$ cat src/rtl/seg7_scan_ctrl.sv
// Time-multiplexed N-digit common-anode 7-segment driver with BCD decode,
// leading-zero blanking and a frame-aligned ready/load value update.
module seg7_scan_ctrl #(
    parameter int N_DIGITS    = 4,
    parameter int REFRESH_DIV = 50000,
    parameter int GUARD       = 2,
    parameter int BLANK_LZ    = 1
) (
    input  logic                    clk,
    input  logic                    reset,
    input  logic                    load,
    input  logic [4*N_DIGITS-1:0]   value,
    output logic                    ready,
    output logic [N_DIGITS-1:0]     an,
    output logic [6:0]              seg
);

    localparam int PW = (REFRESH_DIV > 1) ? $clog2(REFRESH_DIV) : 1;
    localparam int IW = $clog2(N_DIGITS);
    localparam logic [PW-1:0] PS_MAX   = PW'(REFRESH_DIV - 1);
    localparam logic [PW-1:0] PS_GUARD = PW'(GUARD);
    localparam logic [IW-1:0] IDX_MAX  = IW'(N_DIGITS - 1);
    localparam bit            BLANK_EN = (BLANK_LZ != 0);

    typedef enum logic {PH_GUARD, PH_DRIVE} phase_e;

    logic [PW-1:0]           prescaler_q;
    logic [IW-1:0]           idx_q;
    logic [4*N_DIGITS-1:0]   disp_q;
    logic [4*N_DIGITS-1:0]   pend_q;
    logic                    pending_q;
    logic                    ready_q;
    logic [N_DIGITS-1:0]     an_q;
    logic [6:0]              seg_q;

    logic                    tick;
    logic                    frame_end;
    phase_e                  phase_d;
    logic [N_DIGITS-1:0]     an_d;
    logic [6:0]              seg_d;
    logic [3:0]              digit [N_DIGITS];
    logic [N_DIGITS-1:0]     zero_hi;

    // zero_hi[i] is set when digit i and every more significant digit are zero.
    generate
        for (genvar gi = 0; gi < N_DIGITS; gi++) begin : g_digit
            assign digit[gi] = disp_q[4*gi +: 4];
            if (gi == N_DIGITS - 1) begin : g_top
                assign zero_hi[gi] = (disp_q[4*gi +: 4] == 4'd0);
            end else begin : g_low
                assign zero_hi[gi] = (disp_q[4*gi +: 4] == 4'd0) && zero_hi[gi+1];
            end
        end
    endgenerate

    function automatic logic [6:0] decode(input logic [3:0] d);
        case (d)
            4'd0:    decode = 7'b1000000;
            4'd1:    decode = 7'b1111001;
            4'd2:    decode = 7'b0100100;
            4'd3:    decode = 7'b0110000;
            4'd4:    decode = 7'b0011001;
            4'd5:    decode = 7'b0010010;
            4'd6:    decode = 7'b0000010;
            4'd7:    decode = 7'b1111000;
            4'd8:    decode = 7'b0000000;
            4'd9:    decode = 7'b0011000;
            default: decode = 7'b1111111;
        endcase
    endfunction

    assign tick      = (prescaler_q == PS_MAX);
    assign frame_end = tick && (idx_q == IDX_MAX);

    // Output next-state is derived from the current counters so an/seg lag them by one cycle.
    always_comb begin
        phase_d = (prescaler_q < PS_GUARD) ? PH_GUARD : PH_DRIVE;
        an_d    = '1;
        seg_d   = 7'h7F;
        if (phase_d == PH_DRIVE) begin
            an_d = ~(N_DIGITS'(1) << idx_q);
            if (BLANK_EN && (idx_q != '0) && zero_hi[idx_q]) begin
                seg_d = 7'h7F;
            end else begin
                seg_d = decode(digit[idx_q]);
            end
        end
    end

    always_ff @(posedge clk) begin
        if (reset) begin
            prescaler_q <= '0;
            idx_q       <= '0;
            disp_q      <= '0;
            pend_q      <= '0;
            pending_q   <= 1'b0;
            ready_q     <= 1'b1;
            an_q        <= '1;
            seg_q       <= 7'h7F;
        end else begin
            prescaler_q <= tick ? '0 : prescaler_q + 1'b1;
            if (tick) begin
                idx_q <= (idx_q == IDX_MAX) ? '0 : idx_q + 1'b1;
            end
            // A pending value implies ready is low, so the two branches never compete.
            if (frame_end && pending_q) begin
                disp_q    <= pend_q;
                pending_q <= 1'b0;
                ready_q   <= 1'b1;
            end else if (load && ready_q) begin
                pend_q    <= value;
                pending_q <= 1'b1;
                ready_q   <= 1'b0;
            end
            an_q  <= an_d;
            seg_q <= seg_d;
        end
    end

    assign ready = ready_q;
    assign an    = an_q;
    assign seg   = seg_q;

endmodule

$ cat config.mk
export PLATFORM = sky130hd
export DESIGN_NAME = seg7_scan_ctrl
export DESIGN_NICKNAME = d
export VERILOG_FILES = /design/src/rtl/seg7_scan_ctrl.sv
export SDC_FILE = /design/constraint.sdc
export NUM_CORES = 1
export LEC_CHECK = 0
export BUFFER_PORTS_ARGS = -buffer_cell sky130_fd_sc_hd__buf_4
export CAP_MARGIN = 20
export CORE_AREA = 2 2 103 105
export DETAILED_ROUTE_END_ITERATION = 16
export DIE_AREA = 0 0 105 107
export PLACE_DENSITY = 0.43
export SYNTH_ARGS = -nofsm -noshare
export SYNTH_HDL_FRONTEND = slang
export SYNTH_SLANG_ARGS = --single-unit
$ cat constraint.sdc
create_clock -name clk -period 3.3 [get_ports clk]
set_input_delay 0.66 -clock clk [delete_from_list [all_inputs] [get_ports clk]]
set_output_delay 0.66 -clock clk [all_outputs]
set_load 0.01 [all_outputs]
==> metrics.log <==
INFO  metric synth_edf_count = 0
INFO  metric gr-max-usage-layer = met2
INFO  metric post_synth_main_area_contributors = dfxtp_1 (44%), nand2b_1 (7.6%), mux2i_1 (5.6%)
INFO  metric ctsRootBufferMaster = clkbuf_8
INFO  metric grt_util_met2 = roughly 18%
INFO  metric worst_slew_margin_rel = 59.7%
INFO  metric setup_violations = 0
INFO  metric initial_utilization = 28.5%
INFO  metric timing.critical_path.fanout_max = 21
INFO  metric finalWirelength = just over 6000 µm
INFO  metric post_cts_buffers = 0
INFO  metric skew = about 0.009 ns
INFO  metric layout.cells.most_common = dfxtp_1
INFO  metric synth_top_cell_by_area = dfxtp_1
INFO  metric global_route_wire_length_before_repair = between 10000 and 15000 µm
INFO  metric clock_path_buffers = 2
INFO  metric io_buffers = 30
INFO  metric final_antenna_violating_net_count = 0
INFO  metric post_cts_hold_buffer_count = 0
INFO  metric num_vias = roughly 2200
INFO  metric worstPathArrival = between 2 and 3 ns
INFO  metric cts_num_sinks = 63
INFO  metric crit_type = reg2reg
INFO  metric cts_resized = 0
INFO  metric cts_htree_levels = 3
INFO  metric power.switching_fraction = ~22%
INFO  metric cellLeakagePower = 1.20 nW
INFO  metric overflow = 0
INFO  metric syn-instance-count = 314
INFO  metric grt_pass1_vias = 2159
INFO  metric seq_area = between 1000 and 1500 µm²
INFO  metric stdcell_count = just under 500
INFO  metric drtIter0Drc = ~100
INFO  metric gp_routability_congestion = about 0.78
INFO  metric worst_setup_hold_path_clk_slew = 0.07 ns
INFO  metric num_antenna_cells = 0
INFO  metric fp.dieArea = about 11000 µm²
INFO  metric power_frac_comb = about 6.4%
INFO  metric internal_power = 1.20 mW
INFO  metric power.sequential.fraction = 51.6%
INFO  metric met3_track_demand_over_resource = 3.59%
INFO  metric postSynthAreaPerCell = between 9 and 10 µm²
INFO  metric multi_input_comb_area = roughly 1500 µm²
INFO  metric die_height = ~110 µm
INFO  metric sequential_share_of_the_synthesized_area = ~44%
INFO  metric number_of_cells_in_the_design_after_placement = 466
INFO  metric post_layout_net_count = 370
INFO  metric synthArstFlopShare = 0%
INFO  metric num-fill-cells = roughly 1100
INFO  metric clock_power_share = 42.1%
INFO  metric synth-seq-cells = 63
INFO  metric antenna_found_initial = 0
INFO  metric grt_setup_unrepaired = false
INFO  metric io_pins = 31
INFO  metric period_share = roughly 72%
INFO  metric max_cap_violations = 0
INFO  metric highest_clock_rate = around 420 MHz
INFO  metric post_layout_min_period = 2.37 ns
INFO  metric power-per-cell-area = 454 nW/µm²
INFO  metric most_frequent_cells_in_the_layout = dfxtp_1 (63), nand2b_1 (35), buf_4 (34)
INFO  metric drt-pass1-iter-count = 4
INFO  metric worst_skew_pair.late_latency = roughly 0.34 ns
INFO  metric viasPerCell = 4.60
INFO  metric layout-drive-gt1-share = between 15 and 20%
INFO  metric grt_max_degree = 56
INFO  metric dp.final_hpwl = between 4000 and 5000 µm
INFO  metric setup.worst_path.start_class = flop
INFO  metric mappedNetlistNets = 343
INFO  metric min_path_type = reg2reg
INFO  metric yosysTopAreaCellShare = 43.8%
INFO  metric core = between 10000 and 15000 µm²
INFO  metric grtUsageMet1 = between 10% and 20%
INFO  metric whs = around 0.46 ns
INFO  metric cp_data_required_time = ~3.5 ns
INFO  metric finalHoldViolations = 0
INFO  metric drc = 0
INFO  metric cts_inserted_buffers = 9
INFO  metric syn_to_final_growth = 18.5%
INFO  metric report.final.slew_viol_count = 0
INFO  metric netlist-cell-type-count = 32
INFO  metric wl_per_cell = about 13 µm
INFO  metric utilization = about 34%
INFO  metric power.switching = around 0.35 mW
INFO  metric die_w = 105 µm
INFO  metric peakVddDrop = 0.199 mV
INFO  metric synth-warning-count = 0
INFO  metric grt_use_total = between 10% and 20%
INFO  metric cp-end-kind = flop
INFO  metric outcome = finished, final reports clean
INFO  metric timing.setup.tns = 0 ns
INFO  metric core.rowCount = 37
INFO  metric tightest_slew = 0.604 ns
INFO  metric tritoncts = done
INFO  metric mappedNetlistArea = 2880 µm²
INFO  metric dominantRegCellSynth = dfxtp_1
==> layer usage <==
| layer | share of wire, % | wire length [µm] |
|---|---|---|
| met1 | 50 | 3120 |
| met2 | 44 | 2740 |
| met3 | 3.9 | 244 |
| met4 | 1.4 | 88 |
| met5 | 0 | 0 |
==> per-stage QoR <==
| stage | total power [mW] | setup slack, ns | cell area (µm²) |
|---|---|---|---|
| 2_1_floorplan | 0.872 | 1.16 | 2880 |
| 3_3_place_gp | 0.917 | 0.959 | 3220 |
| 3_5_place_dp | 0.917 | 0.943 | 3220 |
| 4_1_cts | 1.58 | 0.929 | 3410 |
| 5_1_grt | 1.63 | 0.808 | 3410 |
| 6_report | 1.55 | 0.932 | 3410 |
==> power groups by stage <==
stage	Clock, mW	Combinational [mW]	Sequential (mW)
after floorplan	0	0.0537	0.818
after global placement	0	0.101	0.817
after detailed placement	0	0.101	0.817
after CTS	0.679	0.101	0.799
after global routing	0.714	0.109	0.802
final	0.651	0.0984	0.799
==> Yosys cell counts (6+ instances only) <==
cell type and instances:
mux2i_1 16, dfxtp_1 63, o22ai_1 6, nor4_1 9, nand2b_1 35, nor2_1 24, clkbuf_1 14, nand2_1 12
ha_1 10, a21oi_1 20, xnor2_1 14, nand3_1 27, o21ai_0 17, inv_1 12
==> area by class of cell <==
cell class / instances / share of cell area [%]
tap: 136 / 4.98
clock buffer: 12 / 4.25
multi-input combinational: 221 / 43.7
sequential: 63 / 36.9
timing repair buffer: 34 / 7.48
clock inverter: 4 / 1.32
inverter: 12 / 1.32
==> worst paths after layout <==
check | from | end | slack [ns] | cells past startpoint
max | prescaler_q[12] | prescaler_q[10] | 0.93 | 4
min | prescaler_q[0] | prescaler_q[0] | 0.46 | 1
max reg2reg | prescaler_q[12] | prescaler_q[10] | 0.93 | 4
min reg2reg | prescaler_q[0] | prescaler_q[0] | 0.46 | 1
==> state kept, by name (all words and copies together), names as in the netlist <==
register,flops
prescaler_q,16
ready,1
pend_q,16
idx_q,2
an,4
pending_q,1
disp_q,16
seg,7
==> critical path, stage by stage (launching register included) <==
cell and delay [ns]:
dfxtp_1 0.35, or4_4 0.58, or4_4 0.68, nand2b_1 0.49, nor2_1 0.11
==> logic make-up (layout without fill, tap and decap cells) <==
family	after synthesis	in the layout	share of synthesized area, %
simple gates	123	123	23.2
flops	63	63	43.8
compound gates	49	49	9.51
buf+inv	30	62	4.39
mux	24	24	10.3
xor+xnor	15	15	4.56
fa+ha+maj	10	10	4.34
Note: power is estimated with default switching activity, not from simulation.
